==> config.mk <==
export PLATFORM = sky130hd
export DESIGN_NAME = if_prefetch
export DESIGN_NICKNAME = d
export VERILOG_FILES = /design/src/rtl/if_prefetch.sv
export SDC_FILE = /design/constraint.sdc
export NUM_CORES = 1
export LEC_CHECK = 0
export BUFFER_PORTS_ARGS = -buffer_cell sky130_fd_sc_hd__buf_2
export CAP_MARGIN = 20
export CORE_MARGIN = 2
export CORE_UTILIZATION = 50
export DETAILED_ROUTE_END_ITERATION = 8
export GPL_TIMING_DRIVEN = 0
export PLACE_DENSITY = 0.74
export SETUP_SLACK_MARGIN = 0.15
export SLEW_MARGIN = 10
export SYNTH_ARGS = -nofsm -noshare
export SYNTH_HDL_FRONTEND = slang
export SYNTH_SLANG_ARGS = --single-unit
export TNS_END_PERCENT = 30
==> constraint.sdc <==
create_clock -name Clock -period 5.28 [get_ports Clock]
set_input_delay 1.056 -clock Clock [delete_from_list [all_inputs] [get_ports Clock]]
set_output_delay 1.056 -clock Clock [all_outputs]
set_load 0.03 [all_outputs]
==> src/rtl/if_prefetch.sv <==
// -----------------------------------------------------------------------------
// if_prefetch -- instruction fetch / prefetch queue
//
// Issues sequential fetch requests to an in-order instruction memory, collects
// the returned words in a small FIFO and presents them to decode together with
// the PC of the following instruction (PC + 4).  A branch redirect flushes the
// queue, reloads the fetch PC and arranges for every response still in flight
// from the old stream to be dropped when it arrives.
//
// Optional build macro:
//   IF_BYPASS_EN  when defined, a kept response that arrives while the queue is
//                 empty is presented to decode in the same cycle; it is only
//                 written into the queue if decode does not take it.
//
// Parameters:
//   ADDR_WIDTH  request address width (low bits of the 32-bit PC)
//   DATA_WIDTH  instruction word width
//   DEPTH       prefetch queue entries (power of two, 2..16)
//   RESET_PC    fetch PC after reset
//
// Ports:
//   Clock        rising-edge clock
//   nReset       asynchronous active-low reset
//   BranchTaken  redirect + flush request
//   BranchAddr   redirect target PC
//   ReqValid     fetch request valid (combinational from counts)
//   ReqReady     memory accepts the request
//   InstrAddr    request address, straight from the PC register
//   RespValid    memory returns one word, in request order
//   InstrMem     returned word
//   OutValid     instruction available to decode
//   OutReady     decode accepts the instruction
//   InstrOut     head instruction word
//   PCAddrInc    PC of the head instruction plus 4
// -----------------------------------------------------------------------------
module if_prefetch #(
    parameter int          ADDR_WIDTH = 16,
    parameter int          DATA_WIDTH = 32,
    parameter int          DEPTH      = 4,
    parameter logic [31:0] RESET_PC   = 32'h0
) (
    input  logic                  Clock,
    input  logic                  nReset,
    input  logic                  BranchTaken,
    input  logic [31:0]           BranchAddr,
    output logic                  ReqValid,
    input  logic                  ReqReady,
    output logic [ADDR_WIDTH-1:0] InstrAddr,
    input  logic                  RespValid,
    input  logic [DATA_WIDTH-1:0] InstrMem,
    output logic                  OutValid,
    input  logic                  OutReady,
    output logic [DATA_WIDTH-1:0] InstrOut,
    output logic [31:0]           PCAddrInc
);

    localparam int PW = $clog2(DEPTH);   // queue pointer width
    localparam int CW = PW + 1;          // counts 0..DEPTH
    localparam int SW = CW + 1;          // queue + outstanding sum
    localparam logic [SW-1:0] DEPTH_V = SW'(DEPTH);

    // Architectural state
    logic [31:0]           pc_r;         // next address to request
    logic [31:0]           resp_pc_r;    // PC of the oldest kept request still in flight
    logic [CW-1:0]         outst_r;      // requests issued but not yet answered
    logic [CW-1:0]         disc_r;       // in-flight responses still to be thrown away
    logic [CW-1:0]         cnt_r;        // queue occupancy
    logic [PW-1:0]         wr_ptr_r;
    logic [PW-1:0]         rd_ptr_r;
    logic [DATA_WIDTH-1:0] instr_mem_r [DEPTH];
    logic [31:0]           pcinc_mem_r [DEPTH];

    // Per-cycle decode
    logic          xfer_s;
    logic          resp_ok_s;
    logic          resp_keep_s;
    logic          head_valid_s;
    logic          bypass_s;
    logic          enq_s;
    logic          deq_s;
    logic [31:0]   resp_pcinc_s;
    logic [SW-1:0] occ_s;

    // Queue entries plus in-flight requests never exceed DEPTH, so the queue
    // always has room for every response that can come back.
    assign occ_s    = SW'(cnt_r) + SW'(outst_r);
    assign ReqValid = (occ_s < DEPTH_V) && !BranchTaken;
    assign xfer_s   = ReqValid && ReqReady;

    assign InstrAddr = pc_r[ADDR_WIDTH-1:0];

    // A response with nothing outstanding is illegal; ignoring it keeps the
    // counters from wrapping.
    assign resp_ok_s    = RespValid && (outst_r != {CW{1'b0}});
    assign resp_keep_s  = resp_ok_s && (disc_r == {CW{1'b0}}) && !BranchTaken;
    assign resp_pcinc_s = resp_pc_r + 32'd4;
    assign head_valid_s = (cnt_r != {CW{1'b0}});

`ifdef IF_BYPASS_EN
    assign bypass_s = resp_keep_s && !head_valid_s;
`else
    assign bypass_s = 1'b0;
`endif

    // A bypassed word taken by decode this cycle never enters the queue.
    assign enq_s = resp_keep_s && !(bypass_s && OutReady);
    assign deq_s = head_valid_s && OutReady && !BranchTaken;

    // Decode-side outputs: queue head, or the bypassed response when enabled.
    always_comb begin
        OutValid  = head_valid_s;
        InstrOut  = instr_mem_r[rd_ptr_r];
        PCAddrInc = pcinc_mem_r[rd_ptr_r];
`ifdef IF_BYPASS_EN
        if (bypass_s) begin
            OutValid  = 1'b1;
            InstrOut  = InstrMem;
            PCAddrInc = resp_pcinc_s;
        end else begin
            OutValid  = head_valid_s;
        end
`endif
    end

    // Fetch PC: redirect wins, otherwise step by one word per accepted request.
    always_ff @(posedge Clock or negedge nReset) begin
        if (!nReset) begin
            pc_r <= RESET_PC;
        end else if (BranchTaken) begin
            pc_r <= BranchAddr;
        end else if (xfer_s) begin
            pc_r <= pc_r + 32'd4;
        end else begin
            pc_r <= pc_r;
        end
    end

    // Response PC: requests are contiguous between redirects and answered in
    // order, so the PC of each kept response is one word past the previous.
    always_ff @(posedge Clock or negedge nReset) begin
        if (!nReset) begin
            resp_pc_r <= RESET_PC;
        end else if (BranchTaken) begin
            resp_pc_r <= BranchAddr;
        end else if (resp_keep_s) begin
            resp_pc_r <= resp_pcinc_s;
        end else begin
            resp_pc_r <= resp_pc_r;
        end
    end

    // Outstanding request counter (no transfer can coincide with a redirect).
    always_ff @(posedge Clock or negedge nReset) begin
        if (!nReset) begin
            outst_r <= {CW{1'b0}};
        end else begin
            case ({xfer_s, resp_ok_s})
                2'b10:   outst_r <= outst_r + CW'(1'b1);
                2'b01:   outst_r <= outst_r - CW'(1'b1);
                default: outst_r <= outst_r;
            endcase
        end
    end

    // Discard counter: everything in flight at a redirect belongs to the old
    // stream; a response arriving in the redirect cycle is already dropped.
    always_ff @(posedge Clock or negedge nReset) begin
        if (!nReset) begin
            disc_r <= {CW{1'b0}};
        end else if (BranchTaken) begin
            disc_r <= outst_r - CW'(resp_ok_s);
        end else if (resp_ok_s && (disc_r != {CW{1'b0}})) begin
            disc_r <= disc_r - CW'(1'b1);
        end else begin
            disc_r <= disc_r;
        end
    end

    // Queue occupancy and pointers; a redirect empties the queue.
    always_ff @(posedge Clock or negedge nReset) begin
        if (!nReset) begin
            cnt_r    <= {CW{1'b0}};
            wr_ptr_r <= {PW{1'b0}};
            rd_ptr_r <= {PW{1'b0}};
        end else if (BranchTaken) begin
            cnt_r    <= {CW{1'b0}};
            wr_ptr_r <= {PW{1'b0}};
            rd_ptr_r <= {PW{1'b0}};
        end else begin
            cnt_r    <= cnt_r + CW'(enq_s) - CW'(deq_s);
            wr_ptr_r <= wr_ptr_r + PW'(enq_s);
            rd_ptr_r <= rd_ptr_r + PW'(deq_s);
        end
    end

    // Queue storage; cleared on reset so the head reads as zero afterwards.
    always_ff @(posedge Clock or negedge nReset) begin
        if (!nReset) begin
            for (int i = 0; i < DEPTH; i++) begin
                instr_mem_r[i] <= {DATA_WIDTH{1'b0}};
                pcinc_mem_r[i] <= 32'h0;
            end
        end else if (enq_s) begin
            instr_mem_r[wr_ptr_r] <= InstrMem;
            pcinc_mem_r[wr_ptr_r] <= resp_pcinc_s;
        end else begin
            instr_mem_r[wr_ptr_r] <= instr_mem_r[wr_ptr_r];
            pcinc_mem_r[wr_ptr_r] <= pcinc_mem_r[wr_ptr_r];
        end
    end

    if_prefetch_chk #(
        .CW (CW),
        .AW (ADDR_WIDTH)
    ) u_chk (
        .clk         (Clock),
        .rst_n       (nReset),
        .branch      (BranchTaken),
        .resp_valid  (RespValid),
        .req_valid   (ReqValid),
        .req_ready   (ReqReady),
        .outstanding (outst_r),
        .req_addr    (InstrAddr)
    );

endmodule

// -----------------------------------------------------------------------------
// if_prefetch_chk -- protocol checks for if_prefetch
//
// Ports: clock/reset, branch, request handshake, response strobe, the
// outstanding request count and the request address.
// -----------------------------------------------------------------------------
module if_prefetch_chk #(
    parameter int CW = 3,
    parameter int AW = 16
) (
    input logic          clk,
    input logic          rst_n,
    input logic          branch,
    input logic          resp_valid,
    input logic          req_valid,
    input logic          req_ready,
    input logic [CW-1:0] outstanding,
    input logic [AW-1:0] req_addr
);

    // Memory may only answer a request that is actually in flight.
    a_resp_has_req: assert property (@(posedge clk) disable iff (!rst_n)
        resp_valid |-> (outstanding != {CW{1'b0}}))
        else $error("if_prefetch: response with no outstanding request");

    // A stalled request stays up unless a redirect withdraws it.
    a_req_hold: assert property (@(posedge clk) disable iff (!rst_n)
        (req_valid && !req_ready) |=> (req_valid || branch))
        else $error("if_prefetch: request dropped while stalled");

    // A stalled request keeps its address.
    a_addr_hold: assert property (@(posedge clk) disable iff (!rst_n)
        (req_valid && !req_ready) |=> $stable(req_addr))
        else $error("if_prefetch: request address moved while stalled");

endmodule

==> metrics.md, run 1 <==
| Metric | Value |
|---|---|
| Number of storage elements in the synthesis netlist | 317 |
| Starting DRC count in detailed routing | 1,152 |
| Highest net fanout along the worst path | 10 |
| Endpoints failing hold | 0 |
| Post-Synthesis Cells | 1,483 |
| Post-synth top area share | 48.63% |
| Tmin final | 4.327 ns |
| Number of buffer and inverter stages on the critical path | 3 |
| Worst Setup Slack, final | 0.9533 ns |
| Area Growth Syn to Fin | 16.21% |
| Net count reported at finish | 1,760 |
| Via count of the first global-routing pass | 13.67k |
| Setup fix buffers added after clock tree synthesis | 0 |
| Filler cell count | 2,693 |
| Fin util | 58.70% |
| Starting density of the core | 50.52% |
| Global-route congestion overflow total | 0 |
| Number of setup violations in the final report | 0 |
| Hold-fix buffers, CTS | 0 |
| Pin count of the biggest net entering global routing | 111 |
| Most common cell in the synthesized netlist | sky130_fd_sc_hd__dfrtp_1 |
| Run status | finished, final reports clean |
| Post-synthesis async set-or-reset flop share | 100.0% |
| Clock tree from TritonCTS | built |
| Overall Global Routing Usage | 28.42% |
| Cell family with most CP delay | buffers and inverters |
| Sequential cell area fraction in the yosys report | 48.63% |
| Cell at the root of the clock tree | sky130_fd_sc_hd__clkbuf_16 |
| Relative contribution of sequential cells to total power | 36.3% |
| Clock sink count | 317 |
| Site row count | 66 |
| Headroom to the max-slew limit | 31.50% |
| Count of vias placed by the detailed router | 13.43k |
| Final period utilization | 81.95% |
| Total Die Area | 34,080 um2 |
| Top cells by area, synth | sky130_fd_sc_hd__dfrtp_1 (49%), sky130_fd_sc_hd__mux4_2 (15%), sky130_fd_sc_hd__o21ai_0 (6.2%), sky130_fd_sc_hd__nand2_1 (5.1%), sky130_fd_sc_hd__a31oi_1 (2.4%) |
| Switching power | 0.003638 W |
| Drt first pass iters | 5 |
| Comb pwr share | 36.8% |
| Netlist area before placement | 16,310 um2 |
| Most instantiated flip-flop cell in the synthesis netlist | sky130_fd_sc_hd__dfrtp_1 |
| Post-detailed-placement cell area | 17,710 um2 |
| Setup repair after global routing missed its margin | false |
| Cell-internal power | 0.006022 W |
| Data arrival time of the critical path | 3.27 ns |
| Worst Hold Class | in -> async |
| Detailed-route wire length | 47,040 um |
| Power density over the cells | 509.7 nW/um2 |
| Max-cap violation count | 0 |
| Share of final-layout standard cells stronger than drive strength 1 | 22.49% |
| Sw Share | 37.66% |
| Pre-CTS setup slack | 1.202 ns |
| CTS HTree Levels | 2 |
| Cell type contributing the most total cell area after synthesis | sky130_fd_sc_hd__dfrtp_1 |
| Logic depth of the worst setup path including buffers | 4 |
| YS warnings | 0 |
| Worst path max stage delay | 0.77 ns |
| Highest Clock Rate | 231.1 MHz |
| Resize count post-CTS | 0 |
| Clk slew on worst S/H paths | 0.06 ns |
| Category of the most critical setup path | reg -> out |
| Standard cell core area | 32,290 um2 |
| Wire length of the first global-routing pass | 75,120 um |
| Number of routed nets with antenna violations | 0 |
| Final design area excluding fillers | 18,950 um2 |
| Count of flip-flops with a built-in enable after synthesis | 0 |
| Clock latency on the worst-skew pair | 0.54 ns |
| CTS max path bufs | 3 |
| DR WL/cell | 21.92 um |
| # DRC | 0 |
| Largest clock skew in the final design | 0.01797 ns |
| Worst supply voltage drop on vdd | 0.3635 mV |
| Antenna violations before repair | 3 |
| Transition time at the pin with the least slew margin | 1.027 ns |
| Chip Width | 184.6 um |
| Number of unique standard cell types used by synthesis | 55 |
| RD Place Congestion | 0.9033 |
| Most frequent cells after synthesis | sky130_fd_sc_hd__dfrtp_1 (317), sky130_fd_sc_hd__nand2_1 (221), sky130_fd_sc_hd__o21ai_0 (202) |
| Post-Syn Nets | 1,568 |
| Highest-delay cell along the critical path | sky130_fd_sc_hd__clkbuf_1 |
| Startpoint class of the critical path | flop |
| Cell breakdown of the critical path | clkbuf_1 > buf_1 > mux4_2 > buf_2 |
| Synthesized area per cell | 11.00 um2 |
| Total CTS buffers | 36 |
| Kind of capture point of the worst setup path | output port |
| Clock group share of total power | 26.9% |
| Number of top-level design ports | 152 |
| Worst r2r path cells | 12 |
| Static leakage power | 8.159 nW |
| Quantity of I/O buffers inserted on ports | 151 |
| Critical path required time | 4.22 ns |
| Detailed Place HPWL | 32,410 um |
| Via count normalized by instance count | 6.260 |
| Max Slew Vio Count | 0 |
| Y dimension of the die | 184.6 um |
-- power by group through the flow --
stage               Sequential, W  Combinational, W  Clock, W
floorplan                 0.00343           0.00257         0
global placement          0.00348           0.00346         0
detailed placement        0.00353           0.00355         0
CTS                       0.00349           0.00356   0.00263
global route              0.00358           0.00387   0.00273
finish                    0.00351           0.00356   0.00259
-- cells by family after synthesis --
logic type / synth area share, %
buffers and inverters: 3.467
DFF: 48.63
adders and majority gates: 1.243
muxes: 19.04
AOI/OAI and AO/OA: 12.11
and+or+nand+nor: 14.05
xor gates and xnor gates: 1.450
-- state kept, by name, summed over array words and instances, names as in the netlist --
name         cells
cnt_r            3
disc_r           3
instr_mem_r    128
outst_r          3
pc_r            16
pcinc_mem_r    128
rd_ptr_r         2
resp_pc_r       32
wr_ptr_r         2
-- area by class of cell --
cell class | instances | area (um2) | area share (%)
sequential | 317 | 7933 | 41.85
multi-input combinational | 1026 | 7812 | 41.22
clock buffer | 56 | 1129 | 5.954
tap | 442 | 553.0 | 2.918
timing repair buffer | 154 | 848.3 | 4.476
inverter | 19 | 71.32 | 0.3763
antenna | 1 | 2.502 | 0.01320
clock inverter | 10 | 111.4 | 0.5875
buffer | 121 | 494.2 | 2.607
-- layer usage --
| layer | routed length [um] | part of all wire [%] | GRT usage (%) |
|---|---|---|---|
| met1 | 18720 | 40 | 37.86 |
| met2 | 23180 | 49 | 47.04 |
| met3 | 3910 | 8.3 | 5.730 |
| met4 | 1209 | 2.6 | 9.270 |
| met5 | 23 | 0.049 | 0 |
-- path summary, 6_finish.rpt --
kind | from | to | slack, ns
hold / removal | nReset | pc_r[10]$_DFFE_PN0P_ | 0.41
setup reg to reg | outst_r[2]$_DFFE_PN0P_ | cnt_r[2]$_DFF_PN0_ | 1.97
hold reg to reg | pcinc_mem_r[8]$_DFFE_PN0P_ | pcinc_mem_r[8]$_DFFE_PN0P_ | 0.49
max in group asynchronous | nReset | instr_mem_r[48]$_DFFE_PN0P_ | 3.19
min in group Clock | pcinc_mem_r[8]$_DFFE_PN0P_ | pcinc_mem_r[8]$_DFFE_PN0P_ | 0.49
setup / recovery | rd_ptr_r[0]$_DFF_PN0_ | PCAddrInc[27] | 0.95
-- metrics by stage --
stage | cells | TNS (ns) | hold slack (ns) | total power, W
after floorplan | 1483 | 0 | 0.4569 | 0.006003
final | 2146 | 0 | 0.4138 | 0.009660
after global routing | 2145 | 0 | 0.4332 | 0.01018
after detailed placement | 2079 | 0 | 0.4850 | 0.007079
after CTS | 2145 | 0 | 0.4172 | 0.009684
after global placement | 2076 | -897.89 | 0.4734 | 0.006936
-- cells in the final DEF, fill, tap and decap left out, drive strengths merged, types with 5 or more instances in the layout --
cell,instances
or4,36
buf,189
o21ai,202
o311ai,12
nand4b,9
clkbuf,142
mux4,107
o31ai,20
and4,5
and3,8
nand2,221
xor2,10
a21oi,11
ha,13
o211ai,12
mux2,28
a21o,5
nand4,18
nand3,36
a31oi,63
dfrtp,317
mux2i,38
a221o,5
xnor2,17
clkinv,9
nor2,70
or3,23
inv,18
nor4,8
nor3,17
No activity file was read; power rests on OpenSTA's default activity.
==> run 2: changes to the inputs <==
--- a/config.mk
+++ b/config.mk
@@ -11,7 +11,7 @@
 export CORE_UTILIZATION = 50
 export DETAILED_ROUTE_END_ITERATION = 8
 export GPL_TIMING_DRIVEN = 0
-export PLACE_DENSITY = 0.74
+export PLACE_DENSITY = 0.77
 export SETUP_SLACK_MARGIN = 0.15
 export SLEW_MARGIN = 10
 export SYNTH_ARGS = -nofsm -noshare
==> constraint.sdc (replaced) <==
create_clock -name Clock -period 3.85 [get_ports Clock]
set_input_delay 0.77 -clock Clock [delete_from_list [all_inputs] [get_ports Clock]]
set_output_delay 0.77 -clock Clock [all_outputs]
set_load 0.03 [all_outputs]
==> metrics.md, run 2 (synthesis results as in run 1) <==
| Metric | Value |
|---|---|
| Net count reported at finish | 1,759 (-0.057%) |
| Static leakage power | 8.092 nW (-0.82%) |
| Detailed-route wire length | 46,720 um (-0.69%) |
| Standard cell core area | 32,290 um2 (unchanged) |
| Kind of capture point of the worst setup path | output port |
| Wire length of the first global-routing pass | 74,000 um (-1.5%) |
| Count of vias placed by the detailed router | 13.35k (-0.60%) |
| Highest Clock Rate | 280.0 MHz |
| Setup repair after global routing missed its margin | false |
| Worst Setup Slack, final | 0.2784 ns (-0.6748 ns) |
| Total negative slack | 0 ns (unchanged) |
| Clock tree from TritonCTS | built |
| Via count normalized by instance count | 6.243 (-0.28%) |
| Number of top-level design ports | 152 (unchanged) |
| Worst path max stage delay | 0.68 ns (-0.09 ns) |
| Reg-to-reg slack, setup | 0.59 ns (-1.38 ns) |
| Power density over the cells | 690.3 nW/um2 (+35%) |
| Registers with the most flip-flops | instr_mem_r: 128 flops, pcinc_mem_r: 128 flops, resp_pc_r: 32 flops |
| Max Slew Vio Count | 0 (unchanged) |
| Pre-CTS setup slack | 0.1213 ns (-1.080 ns) |
| Hold-fix buffers, CTS | 0 (unchanged) |
| Starting density of the core | 50.52% (unchanged) |
| DR WL/cell | 21.84 um (-0.36%) |
| Final period utilization | 92.77% |
| Total Die Area | 34,080 um2 (unchanged) |
| Highest-delay cell along the critical path | sky130_fd_sc_hd__clkbuf_1 |
| Pin count of the biggest net entering global routing | 100 (-9.9%) |
| Total CTS buffers | 35 (-2.8%) |
| Category of the most critical setup path | reg -> out |
| Tmin final | 3.572 ns |
| Post-detailed-placement cell area | 17,710 um2 (unchanged) |
| Global-route congestion overflow total | 0 (unchanged) |
| Clock latency on the worst-skew pair | 0.52 ns (-0.02 ns) |
| CTS HTree Levels | 2 (unchanged) |
| Total power consumption of the routed design | 0.01301 W (+35%) |
| Y dimension of the die | 184.6 um (unchanged) |
| CTS max path bufs | 3 (unchanged) |
| Quantity of I/O buffers inserted on ports | 151 (unchanged) |
| Drt first pass iters | 6 (+1) |
| Clk slew on worst S/H paths | 0.06 ns (about the same) |
| Antenna violations before repair | 2 (-1) |
| Cell breakdown of the critical path | clkbuf_1 > clkbuf_1 > mux4_2 > buf_2 |
| Critical register-to-register path startpoint | outst_r[2]$_DFFE_PN0P_ |
| Data arrival time of the critical path | 2.80 ns (-0.47 ns) |
| Area Growth Syn to Fin | 15.56% |
| Detailed Place HPWL | 32,530 um (+0.36%) |
| Reg-to-Reg End | cnt_r[2]$_DFF_PN0_ |
| Post-route non-filler standard cell count | 2,139 (-0.33%) |
| # DRC | 0 (unchanged) |
| Number of setup violations in the final report | 0 (unchanged) |
| Clock sink count | 317 (unchanged) |
| Share of final-layout standard cells stronger than drive strength 1 | 22.41% (-0.084 points) |
| Run status | finished, final reports clean |
| Critical path required time | 3.08 ns (-1.14 ns) |
| Number of routed nets with antenna violations | 0 (unchanged) |
| Site row count | 66 (unchanged) |
| Commonest cells after routing, fill and taps aside | sky130_fd_sc_hd__dfrtp_1 (317), sky130_fd_sc_hd__nand2_1 (221), sky130_fd_sc_hd__o21ai_0 (202) |
| Highest net fanout along the worst path | 10 (unchanged) |
| Worst supply voltage drop on vdd | 0.5007 mV (+38%) |
| Final design area excluding fillers | 18,850 um2 (-0.56%) |
| Endpoints failing hold | 0 (unchanged) |
| Worst r2r path cells | 12 (unchanged) |
| Total placed cells including tap cells | 2,079 (unchanged) |
| Most common library cell in the layout ignoring fill and taps | sky130_fd_sc_hd__dfrtp_1 |
| Cell at the root of the clock tree | sky130_fd_sc_hd__clkbuf_16 |
| Most prevalent standard cell on the critical path | sky130_fd_sc_hd__clkbuf_1 |
| RD Place Congestion | 0.8962 (-0.79%) |
| Headroom to the max-slew limit | 39.82% (+8.3 points) |
| Worst Hold Class | in -> async |
| Overall Global Routing Usage | 27.95% (-0.47 points) |
| Max-cap violation count | 0 (unchanged) |
| Startpoint class of the critical path | flop |
| Chip Width | 184.6 um (unchanged) |
| Transition time at the pin with the least slew margin | 0.8958 ns (-0.1316 ns) |
| Starting DRC count in detailed routing | 1,196 (+3.8%) |
| Via count of the first global-routing pass | 13.44k (-1.7%) |
| Largest clock skew in the final design | 0.01492 ns (-0.003054 ns) |
## run 2: changes by cell type in the layout (fill, tap and decap cells not counted), moves of 2 or more
cell / change
sky130_fd_sc_hd__clkinv_2: -3
sky130_fd_sc_hd__clkdlybuf4s15_2: +6
sky130_fd_sc_hd__clkbuf_16: -3
sky130_fd_sc_hd__inv_6: +2
sky130_fd_sc_hd__buf_1: -6
sky130_fd_sc_hd__clkbuf_8: -6
sky130_fd_sc_hd__clkbuf_1: +2
## run 2: worst max-delay path by stage
stage	from	endpoint	slack [ns]	cells after the start
2_1_floorplan	BranchTaken	cnt_r[2]$_DFF_PN0_	0.92	12
3_3_place_gp	nReset	instr_mem_r[81]$_DFFE_PN0P_	-3.93	1
3_5_place_dp	BranchTaken	cnt_r[2]$_DFF_PN0_	0.12	12
4_1_cts	rd_ptr_r[1]$_DFF_PN0_	PCAddrInc[6]	0.31	4
5_1_grt	rd_ptr_r[1]$_DFF_PN0_	InstrOut[26]	0.22	4
6_report	rd_ptr_r[1]$_DFF_PN0_	PCAddrInc[6]	0.28	4
## run 2: per-layer routing
layer	vias to the layer above	global-route usage [%]	share of wire, %	wire [um]
li1	5905	-	-	-
met1	6707	35.93	39	18290
met2	631	47.01	49	23040
met3	108	5.849	8.5	3953
met4	2	10.25	3.0	1415
met5	-	0	0.028	13
## run 2: worst max-delay path: cells and delay by family, from the launching register on
kind     cells  cell delay [ns]
buf+inv      3             1.49
mux          1             0.47
flops        1             0.34
## run 2: layout make-up
class	count	area, um2
Inverter	19	71.32
Multi-Input combinational cell	1026	7812
Clock inverter	9	105.1
Sequential cell	317	7933
Timing Repair Buffer	154	848.3
Tap cell	442	553.0
Fill cell	2651	13440
Antenna cell	1	2.502
Buffer	121	540.5
Clock buffer	50	982.2
## run 2: repair_timing
action                     in CTS  in global routing
buffers inserted                0                  0
setup endpoints to repair      60                  0
gates resized for setup        13                  0
## run 2: where the power goes
group          total (W)  switching (W)  internal [W]
clock            0.00328        0.00137       0.00191
sequential       0.00482       0.000642       0.00418
combinational    0.00491        0.00297       0.00194
total             0.0130        0.00498       0.00803
## run 2: per-stage QoR
stage / utilization, % / hold slack, ns
global placement: 54.57 / 0.4738
finish: 58.37 / 0.1186
floorplan: - / 0.4569
global route: 58.37 / 0.1311
CTS: 58.37 / 0.1201
detailed placement: 54.86 / 0.4791
